`src/rtl/fifo_pkg.sv`:
```
// fifo_pkg: shared types and sizing helpers for the sync_fifo_ext family
package fifo_pkg;
  typedef struct packed {
    logic overflow;
    logic underflow;
  } fifo_err_t;
  function automatic int fifo_ptr_w(int depth);
    return $clog2(depth) + 1;
  endfunction
endpackage

```
`src/rtl/sync_fifo_ext_if.sv`:
```
// sync_fifo_ext_if: producer/consumer bus of sync_fifo_ext; master drives requests, slave is the FIFO
interface sync_fifo_ext_if import fifo_pkg::*; #(
  parameter int WIDTH = 8,
  parameter int DEPTH = 16
);
  logic flush, push, pop, clr_err;
  logic [WIDTH-1:0] data_in, data_out;
  logic data_out_valid, full, empty, almost_full, almost_empty, overflow, underflow;
  logic [fifo_ptr_w(DEPTH)-1:0] count;
  modport master (
    output flush, push, data_in, pop, clr_err,
    input  data_out, data_out_valid, full, empty, almost_full, almost_empty, count, overflow, underflow
  );
  modport slave (
    input  flush, push, data_in, pop, clr_err,
    output data_out, data_out_valid, full, empty, almost_full, almost_empty, count, overflow, underflow
  );
endinterface

```
`src/rtl/fifo_mem.sv`:
```
// fifo_mem: storage array with one synchronous write port and one asynchronous read port, no reset
module fifo_mem #(
  parameter int WIDTH = 8,
  parameter int DEPTH = 16
) (
  input  logic                     clk,
  input  logic                     we,
  input  logic [$clog2(DEPTH)-1:0] waddr,
  input  logic [WIDTH-1:0]         wdata,
  input  logic [$clog2(DEPTH)-1:0] raddr,
  output logic [WIDTH-1:0]         rdata
);
  logic [WIDTH-1:0] mem [DEPTH];
  always_ff @(posedge clk)
    if (we) mem[waddr] <= wdata;
  assign rdata = mem[raddr];
endmodule

```
`src/rtl/sync_fifo_ext.sv`:
```
// sync_fifo_ext: single-clock FIFO with occupancy, thresholds, sticky errors, flush
// and either first-word-fall-through or registered read output
module sync_fifo_ext import fifo_pkg::*; #(
  parameter int WIDTH    = 8,
  parameter int DEPTH    = 16,
  parameter int AF_LEVEL = DEPTH - 2,
  parameter int AE_LEVEL = 2,
  parameter bit FWFT     = 1'b1
) (
  input logic            clk,
  input logic            reset_n,
  sync_fifo_ext_if.slave bus
);
  localparam int PW = fifo_ptr_w(DEPTH);
  localparam int AW = PW - 1;
  localparam logic [PW-1:0] AF = PW'(AF_LEVEL);
  localparam logic [PW-1:0] AE = PW'(AE_LEVEL);
  if (DEPTH < 2 || (DEPTH & (DEPTH - 1)) != 0) begin : g_depth_chk
    $error("sync_fifo_ext: DEPTH must be a power of two >= 2");
  end
  if (AF_LEVEL < 0 || AF_LEVEL > DEPTH) begin : g_af_chk
    $error("sync_fifo_ext: AF_LEVEL out of range 0..DEPTH");
  end
  if (AE_LEVEL < 0 || AE_LEVEL > DEPTH) begin : g_ae_chk
    $error("sync_fifo_ext: AE_LEVEL out of range 0..DEPTH");
  end
  logic [PW-1:0] wr_ptr, rd_ptr, cnt;
  logic [WIDTH-1:0] rd_data;
  logic full, empty, push_ok, pop_ok;
  fifo_err_t err;
  // extra pointer MSB tells a full ring from an empty one
  assign full    = (wr_ptr[AW] != rd_ptr[AW]) && (wr_ptr[AW-1:0] == rd_ptr[AW-1:0]);
  assign empty   = wr_ptr == rd_ptr;
  assign pop_ok  = bus.pop & ~bus.flush & ~empty;
  assign push_ok = bus.push & ~bus.flush & (~full | pop_ok);
  always_ff @(posedge clk or negedge reset_n)
    if (!reset_n) begin
      wr_ptr <= '0;
      rd_ptr <= '0;
      cnt    <= '0;
      err    <= '0;
    end else begin
      wr_ptr        <= bus.flush ? '0 : wr_ptr + PW'(push_ok);
      rd_ptr        <= bus.flush ? '0 : rd_ptr + PW'(pop_ok);
      cnt           <= bus.flush ? '0 : cnt + PW'(push_ok) - PW'(pop_ok);
      err.overflow  <= (err.overflow & ~bus.clr_err) | (bus.push & ~bus.flush & ~push_ok);
      err.underflow <= (err.underflow & ~bus.clr_err) | (bus.pop & ~bus.flush & ~pop_ok);
    end
  assign bus.count        = cnt;
  assign bus.full         = full;
  assign bus.empty        = empty;
  assign bus.almost_full  = cnt >= AF;
  assign bus.almost_empty = cnt <= AE;
  assign bus.overflow     = err.overflow;
  assign bus.underflow    = err.underflow;
  fifo_mem #(.WIDTH(WIDTH), .DEPTH(DEPTH)) u_mem (
    .clk   (clk),
    .we    (push_ok),
    .waddr (wr_ptr[AW-1:0]),
    .wdata (bus.data_in),
    .raddr (rd_ptr[AW-1:0]),
    .rdata (rd_data)
  );
  if (FWFT) begin : g_fwft
    assign bus.data_out       = rd_data;
    assign bus.data_out_valid = ~empty;
  end else begin : g_reg
    logic [WIDTH-1:0] dout;
    logic vld;
    always_ff @(posedge clk or negedge reset_n)
      if (!reset_n) begin
        dout <= '0;
        vld  <= 1'b0;
      end else begin
        vld <= pop_ok;
        if (pop_ok) dout <= rd_data;
      end
    assign bus.data_out       = dout;
    assign bus.data_out_valid = vld;
  end
endmodule
```
`src/flat_wrapper.sv`:
```
// flat-port wrapper written by rule: the top's interface ports become plain ports
module sync_fifo_ext_flat import fifo_pkg::*;
#(
  parameter int WIDTH    = 8,
  parameter int DEPTH    = 16,
  parameter int AF_LEVEL = DEPTH - 2,
  parameter int AE_LEVEL = 2,
  parameter bit FWFT     = 1'b1
)
  (clk, reset_n, bus_flush, bus_push, bus_data_in, bus_pop, bus_clr_err, bus_data_out, bus_data_out_valid, bus_full, bus_empty, bus_almost_full, bus_almost_empty, bus_count, bus_overflow, bus_underflow);
  sync_fifo_ext_if #(.WIDTH(WIDTH), .DEPTH(DEPTH)) bus_i ();
  input logic clk;
  input logic reset_n;
  input wire logic [$bits(bus_i.flush)-1:0] bus_flush;
  input wire logic [$bits(bus_i.push)-1:0] bus_push;
  input wire logic [$bits(bus_i.data_in)-1:0] bus_data_in;
  input wire logic [$bits(bus_i.pop)-1:0] bus_pop;
  input wire logic [$bits(bus_i.clr_err)-1:0] bus_clr_err;
  output wire logic [$bits(bus_i.data_out)-1:0] bus_data_out;
  output wire logic [$bits(bus_i.data_out_valid)-1:0] bus_data_out_valid;
  output wire logic [$bits(bus_i.full)-1:0] bus_full;
  output wire logic [$bits(bus_i.empty)-1:0] bus_empty;
  output wire logic [$bits(bus_i.almost_full)-1:0] bus_almost_full;
  output wire logic [$bits(bus_i.almost_empty)-1:0] bus_almost_empty;
  output wire logic [$bits(bus_i.count)-1:0] bus_count;
  output wire logic [$bits(bus_i.overflow)-1:0] bus_overflow;
  output wire logic [$bits(bus_i.underflow)-1:0] bus_underflow;
  assign bus_i.flush = bus_flush;
  assign bus_i.push = bus_push;
  assign bus_i.data_in = bus_data_in;
  assign bus_i.pop = bus_pop;
  assign bus_i.clr_err = bus_clr_err;
  assign bus_data_out = bus_i.data_out;
  assign bus_data_out_valid = bus_i.data_out_valid;
  assign bus_full = bus_i.full;
  assign bus_empty = bus_i.empty;
  assign bus_almost_full = bus_i.almost_full;
  assign bus_almost_empty = bus_i.almost_empty;
  assign bus_count = bus_i.count;
  assign bus_overflow = bus_i.overflow;
  assign bus_underflow = bus_i.underflow;
  sync_fifo_ext #(.WIDTH(WIDTH), .DEPTH(DEPTH), .AF_LEVEL(AF_LEVEL), .AE_LEVEL(AE_LEVEL), .FWFT(FWFT)) u_core (.clk(clk), .reset_n(reset_n), .bus(bus_i));
endmodule
```
`config.mk`:
```
export PLATFORM = sky130hd
export DESIGN_NAME = sync_fifo_ext_flat
export DESIGN_NICKNAME = d
export VERILOG_FILES = /design/src/rtl/fifo_pkg.sv /design/src/rtl/sync_fifo_ext_if.sv /design/src/rtl/fifo_mem.sv /design/src/rtl/sync_fifo_ext.sv /design/src/flat_wrapper.sv
export SDC_FILE = /design/constraint.sdc
export NUM_CORES = 1
export LEC_CHECK = 0
export CORE_ASPECT_RATIO = 1.4
export CORE_UTILIZATION = 55
export DETAILED_ROUTE_END_ITERATION = 10
export PLACE_DENSITY = 0.75
export RECOVER_POWER = 25
export SLEW_MARGIN = 20
export SYNTH_ARGS = -nofsm -noshare
export SYNTH_HDL_FRONTEND = slang
export SYNTH_SLANG_ARGS = --single-unit
export TNS_END_PERCENT = 10
```
`constraint.sdc`:
```
create_clock -name clk -period 3.1 [get_ports clk]
set_input_delay 0.62 -clock clk [delete_from_list [all_inputs] [get_ports clk]]
set_output_delay 0.62 -clock clk [all_outputs]
set_load 0.02 [all_outputs]
```
== Word-level counts from Yosys, hierarchy flattened ==
Memory sizes are Yosys's and may differ from the RTL's.
Index checks and enable logic that the tools add are counted.

* Bits of input ports: 14
* Bits in writable memories: 128
* Memories kept: 1
* Bits in registers: 17
* Word-level logic and storage cells: 38
* Output and inout port bits: 20

* $lt $le $gt $ge: 2
* Mux-type cells: 5
* Equality and inequality tests: 3
* $add $sub $neg: 4
* Bitwise operators: 17
* Reductions and logical operators: 1

{| class="wikitable"
|+ Memories
! name !! depth !! bits a word !! rd ports !! clocked after Yosys merged registers in !! wr ports !! RTL line !! RTL
|-
| u_core.u_mem.mem || 16 || 8 || 1 || 0 || 1 || fifo_mem.sv:13 || <nowiki>logic [WIDTH-1:0] mem [DEPTH];</nowiki>
|}

{| class="wikitable"
|+ Operators by type and width
! cell !! count
|-
| adder 5 x 1 -> 5 bit || 3
|-
| 2-to-1 mux 5 bit || 3
|-
| AND 1 bit || 8
|-
| inverter 1 bit || 6
|-
| == test 5 bit || 1
|-
| >= comparator 5 x 4 -> 1 bit, second input constant || 1
|-
| less-or-equal comparator 5 x 2 -> 1 bit, second input constant || 1
|-
| subtractor 5 x 1 -> 5 bit || 1
|-
| == test 4 bit || 1
|-
| bitwise OR 1 bit || 3
|-
| 2-to-1 mux 1 bit || 2
|-
| logical AND 1 bit || 1
|-
| != test 1 bit || 1
|}

== Depth between registers and ports, before layout ==
* Word-level depth: 8
* Gate-level depth with buffers: 15
* Depth with buffers taken out: 14

== Modules after synthesis ==
Synthesis repeated with hierarchy kept, for this count alone.

* Cell total of the unflattened synthesis: 321
* Area, all modules: 6,043.3 um2

{| class="wikitable"
|+ By module, submodules not included
! module !! instances !! cells an instance !! sequential area each (um2) !! area an instance (um2)
|-
| fifo_mem || 1 || 221 || 3,843.7 || 4,987.3
|-
| sync_fifo_ext || 1 || 100 || 425.4 || 1,056.0
|}

== Least setup slack after synthesis ==
No wires, ideal clock.

* Kind: register -> register
* From: register u_core.wr_ptr[3]
* To: register u_core.cnt[4], in the netlist u_core.bus.count[4]
* Slack: 238 ps
* Buffers on the path: 1
* Data required time: 2,968 ps
* Library setup time: 132 ps
* Clock period less this slack: 2,862 ps
* Cell stages (with the launch flop): 16
* Arrival time: 2,730 ps
* Cell sequence: dfrtp_1 > buf_4 > xnor2_1 > nand4_2 > or2_1 > inv_2 > nor2_1 > ha_1 > inv_1 > ha_1 > inv_1 > fa_1 > o21bai_1 > a21oi_1 > xnor2_1 > nor2_1

* Word-level cells in the longest chain between the ends: 8
* Elaborated cells on any way between the ends: 11
* Classes of those cells: add/sub: 2; eq/ne: 2; mux: 1; bitwise: 5; reduce/logical: 1

{| class="wikitable"
|+ Ends and longest elaborated chain
! what !! RTL line !! RTL
|-
| start, declared || sync_fifo_ext.sv:27 || <nowiki>logic [PW-1:0] wr_ptr, rd_ptr, cnt;</nowiki>
|-
| start signal, assigned || sync_fifo_ext.sv:43 || <nowiki>wr_ptr <= bus.flush ? '0 : wr_ptr + PW'(push_ok);</nowiki>
|-
| == test 5 bit * || sync_fifo_ext.sv:33 || <nowiki>assign empty = wr_ptr == rd_ptr;</nowiki>
|-
| inverter 1 bit * || -- ||
|-
| via bus_data_out_valid || flat_wrapper.sv:20 || <nowiki>output wire logic [$bits(bus_i.data_out_valid)-1:0] bus_data_out_valid;</nowiki>
|-
| AND 1 bit * || sync_fifo_ext.sv:34 || <nowiki>assign pop_ok = bus.pop & ~bus.flush & ~empty;</nowiki>
|-
| bitwise OR 1 bit || sync_fifo_ext.sv:35 || <nowiki>assign push_ok = bus.push & ~bus.flush & (~full | pop_ok);</nowiki>
|-
| AND 1 bit || sync_fifo_ext.sv:35 ||
|-
| adder 5 x 1 -> 5 bit || sync_fifo_ext.sv:45 || <nowiki>cnt <= bus.flush ? '0 : cnt + PW'(push_ok) - PW'(pop_ok);</nowiki>
|-
| subtractor 5 x 1 -> 5 bit * || sync_fifo_ext.sv:45 ||
|-
| 2-to-1 mux 5 bit * || sync_fifo_ext.sv:45 ||
|-
| end signal, assigned || sync_fifo_ext.sv:45 ||
|-
| end, declared || sync_fifo_ext.sv:27 ||
|}

The timed path passes the listed nets; every way through them passes the cells marked *.

== Worst setup path in the final report ==
* From: register u_core.rd_ptr[3]
* To: output port bus_empty

* Word-level cells in the longest chain between the ends: 1

{| class="wikitable"
|+ Ends and longest elaborated chain
! what !! RTL line !! RTL
|-
| start, declared || sync_fifo_ext.sv:27 ||
|-
| start signal, assigned || sync_fifo_ext.sv:44 || <nowiki>rd_ptr <= bus.flush ? '0 : rd_ptr + PW'(pop_ok);</nowiki>
|-
| == test 5 bit || sync_fifo_ext.sv:33 ||
|-
| end, declared || flat_wrapper.sv:22 || <nowiki>output wire logic [$bits(bus_i.empty)-1:0] bus_empty;</nowiki>
|}

Every way passes these cells.

==> flow_metrics.tcl <==
set metrics [dict create \
    finalCritPeriodShare_pct 95.7 \
    path_cells "xnor2_1 > nand4_2 > or2_1 > inv_2 > clkdlybuf4s50_1" \
    async_flop_share_pct 11.7 \
    hold_viol_final 0 \
    ir_drop_v 0.000450 \
    power_switching_share_pct 22.5 \
    grt_max_degree 24 \
    io_buffers 33 \
    synthFlopType "edfxtp_1" \
    min_period_ps 2970 \
    fin_nets 453 \
    dieWidth_um 91.5 \
    ys_seq_area_share_pct 69.2 \
    place.gp.congestion 0.792 \
    h-tree-depth 4 \
    postRouteAntennaNets 0 \
    status "completed" \
    wirelength_um 13200 \
    pre_cts_ws_ps 194 \
    finish.utilization_pct 68.5 \
    die_y_um 127 \
    cts-buffers-inserted 17 \
    synth_area_um2 6170 \
    worstMarginPinSlew_ps 802 \
    post_drt_wl_per_cell_um 22.8 \
    yosys_warnings 0 \
    cp_top_family "buffers and inverters" \
    ys_top_cells_by_area "edfxtp_1 62%, dfrtp_1 6.9%, mux4_2 5.8%, mux2i_1 5.2%, ha_1 2.8%" \
    multiInputGateArea_um2 1730 \
    p_int_mw 3.66 \
    placed_cells 545 \
    drive_gt1_share_pct 22.7 \
    cts_tree "built" \
    fin_area_um2 7450 \
    root_buffer "clkbuf_16" \
    clk_path_buf_depth 2 \
    overflow 0 \
    power_leakage_nw 2.58 \
    final_cells 578 \
    routed_via_density 5.89 \
    rsz0062_at_grt "no" \
    netlist.area_leader.share_pct 62.3 \
    final.setup.tns_ps 0 \
    slew_violations 0 \
    syn_inst 358 \
    area_growth_pct 20.7 \
    power_mw 4.73 \
    worstPathRequired_ps 2480 \
    synthesis.area_per_instance_um2 17.2 \
    synth-seq-cells 145 \
    rows 45 \
    slew_headroom_pct 46.4 \
    clock_sinks 145 \
    seqPwrFrac_pct 46.3 \
    clk_latency_ps 420 \
    critPathSlowestCell "clkdlybuf4s50_1" \
    nFillCells 692 \
    track_usage_pct 25.2 \
    layout_setup_ws_ps 133 \
    pwr-share-clk_pct 42.6 \
    dp_hpwl_um 8370 \
    drc 0 \
    crit_type "register to primary output" \
    dieArea_um2 11600 \
    worst-path-buf-inv 2 \
    path_clk_slew_ps 60 \
    grt_pass1_vias 3638 \
    max_stage_delay_ps 600 \
    whs_ps 505 \
    start_util_pct 56.8 \
    coreArea_um2 10900 \
    start_kind "register" \
    powerDensity_nw_per_um2 635 \
    vias 3402 \
    synth-edff-count 128 \
    final_cell_mix "128 x edfxtp_1, 32 x mux2i_1, 28 x buf_4" \
    hp-class "register to register" \
    max_freq_mhz 337 \
    antenna_found_initial 0 \
    p_sw_mw 1.07 \
    setup_viol 0 \
    skew_ps 9.01 \
    crit_path_max_fanout 7 \
    end_kind "primary output" \
    synth_nets 387 \
    yosysTopAreaCell "edfxtp_1" \
    final_common_cell "edfxtp_1" \
    drtIter0Drc 324 \
    p_comb_share_pct 11.1 \
    seqCellArea_um2 4270 \
    dr.pass1.iters 4 \
    antenna_cells 0 \
    io_pins 34 \
    place_area_um2 6800 \
    synth_cell_type_count 39 \
    grt_pass1_wl_um 20400 \
    max-cap-violations 0 \
    worstPathArrival_ps 2350 \
]
[registers in the layout, summed over array words and instances, names as in the netlist]
signal,cells
u_core.rd_ptr,5
u_core.bus.count,5
u_core.wr_ptr,5
u_core.bus.underflow,1
u_core.bus.overflow,1
u_core.u_mem.mem,128
[kinds of logic (layout without fill, tap and decap cells)]
logic type      after synthesis  count (layout)  synth area share, %
xor+xnor                     15              15                 2.13
mux                          48              48                 11.0
fa+ha+maj                    15              15                 3.16
flops                       145             145                 69.2
compound gates               40              40                 5.58
simple gates                 63              63                 5.23
buf+inv                      32             111                 3.63
[per-layer routing]
metal | up-vias | share of wire [%] | wire length [um] | global-route usage [%]
li1 | 1535 | - | - | -
met1 | 1694 | 35 | 4610 | 28.3
met2 | 144 | 55 | 7220 | 43.6
met3 | 29 | 7.2 | 948 | 5.89
met4 | 0 | 3.2 | 421 | 15.1
met5 | - | 0 | 0 | 0
[worst reg2reg max path: stages, from the launching register on]
cell	delay, ps
dfrtp_1	510
xnor2_1	300
nand4_2	160
or2_1	290
inv_2	80
nor2_1	60
ha_1	260
inv_1	50
ha_1	150
inv_1	50
fa_1	390
o21bai_1	150
a21oi_1	90
xnor2_1	130
nor2_1	50
[power by group through the flow]
stage | Sequential, mW | Clock (mW) | Combinational, mW
2_1_floorplan | 2.24 | 0 | 0.307
3_3_place_gp | 2.23 | 0 | 0.514
3_5_place_dp | 2.23 | 0 | 0.528
4_1_cts | 2.19 | 2.04 | 0.533
5_1_grt | 2.19 | 2.13 | 0.576
6_report | 2.19 | 2.02 | 0.525
[synth_stat cells, drive strengths merged, types with 3 or more instances]
library cell    n
nor2b           7
dfrtp          17
nand3           3
ha             14
mux2i          32
nand2          15
o21ai           8
a221oi         16
xor2            4
clkbuf          3
mux4           16
edfxtp        128
nor2           13
a22oi           8
nor3           13
xnor2          11
nand2b          4
inv            12
buf            15
nor4            4
[area by class of cell]
class / count / area share [%]
Multi-Input combinational cell: 181 / 23.2
Inverter: 14 / 0.723
Clock inverter: 14 / 2.18
Tap cell: 141 / 2.37
Timing Repair Buffer: 65 / 8.37
Sequential cell: 145 / 57.4
Clock buffer: 18 / 5.76
[worst paths after layout]
path / slack [ps] / from / end / depth (start not counted)
min: 500 / u_core.bus.underflow$_DFF_PN0_ / u_core.bus.underflow$_DFF_PN0_ / 1
min in group asynchronous: 740 / reset_n / u_core.wr_ptr[0]$_DFF_PN0_ / 1
max in group asynchronous: 1810 / reset_n / u_core.rd_ptr[0]$_DFF_PN0_ / 1
max reg2reg: 260 / u_core.rd_ptr[3]$_DFF_PN0_ / u_core.bus.count[4]$_DFF_PN0_ / 14
min reg2reg: 500 / u_core.bus.underflow$_DFF_PN0_ / u_core.bus.underflow$_DFF_PN0_ / 1
max: 130 / u_core.rd_ptr[3]$_DFF_PN0_ / bus_empty / 5
[repair_timing]
| action | CTS | global route |
|---|---|---|
| setup buffers | 0 | 0 |
| hold buffers | 0 | 0 |
| gates resized for setup | 14 | 0 |
| endpoints found under the setup margin | 8 | 0 |
(Power assumes the default switching activity.)
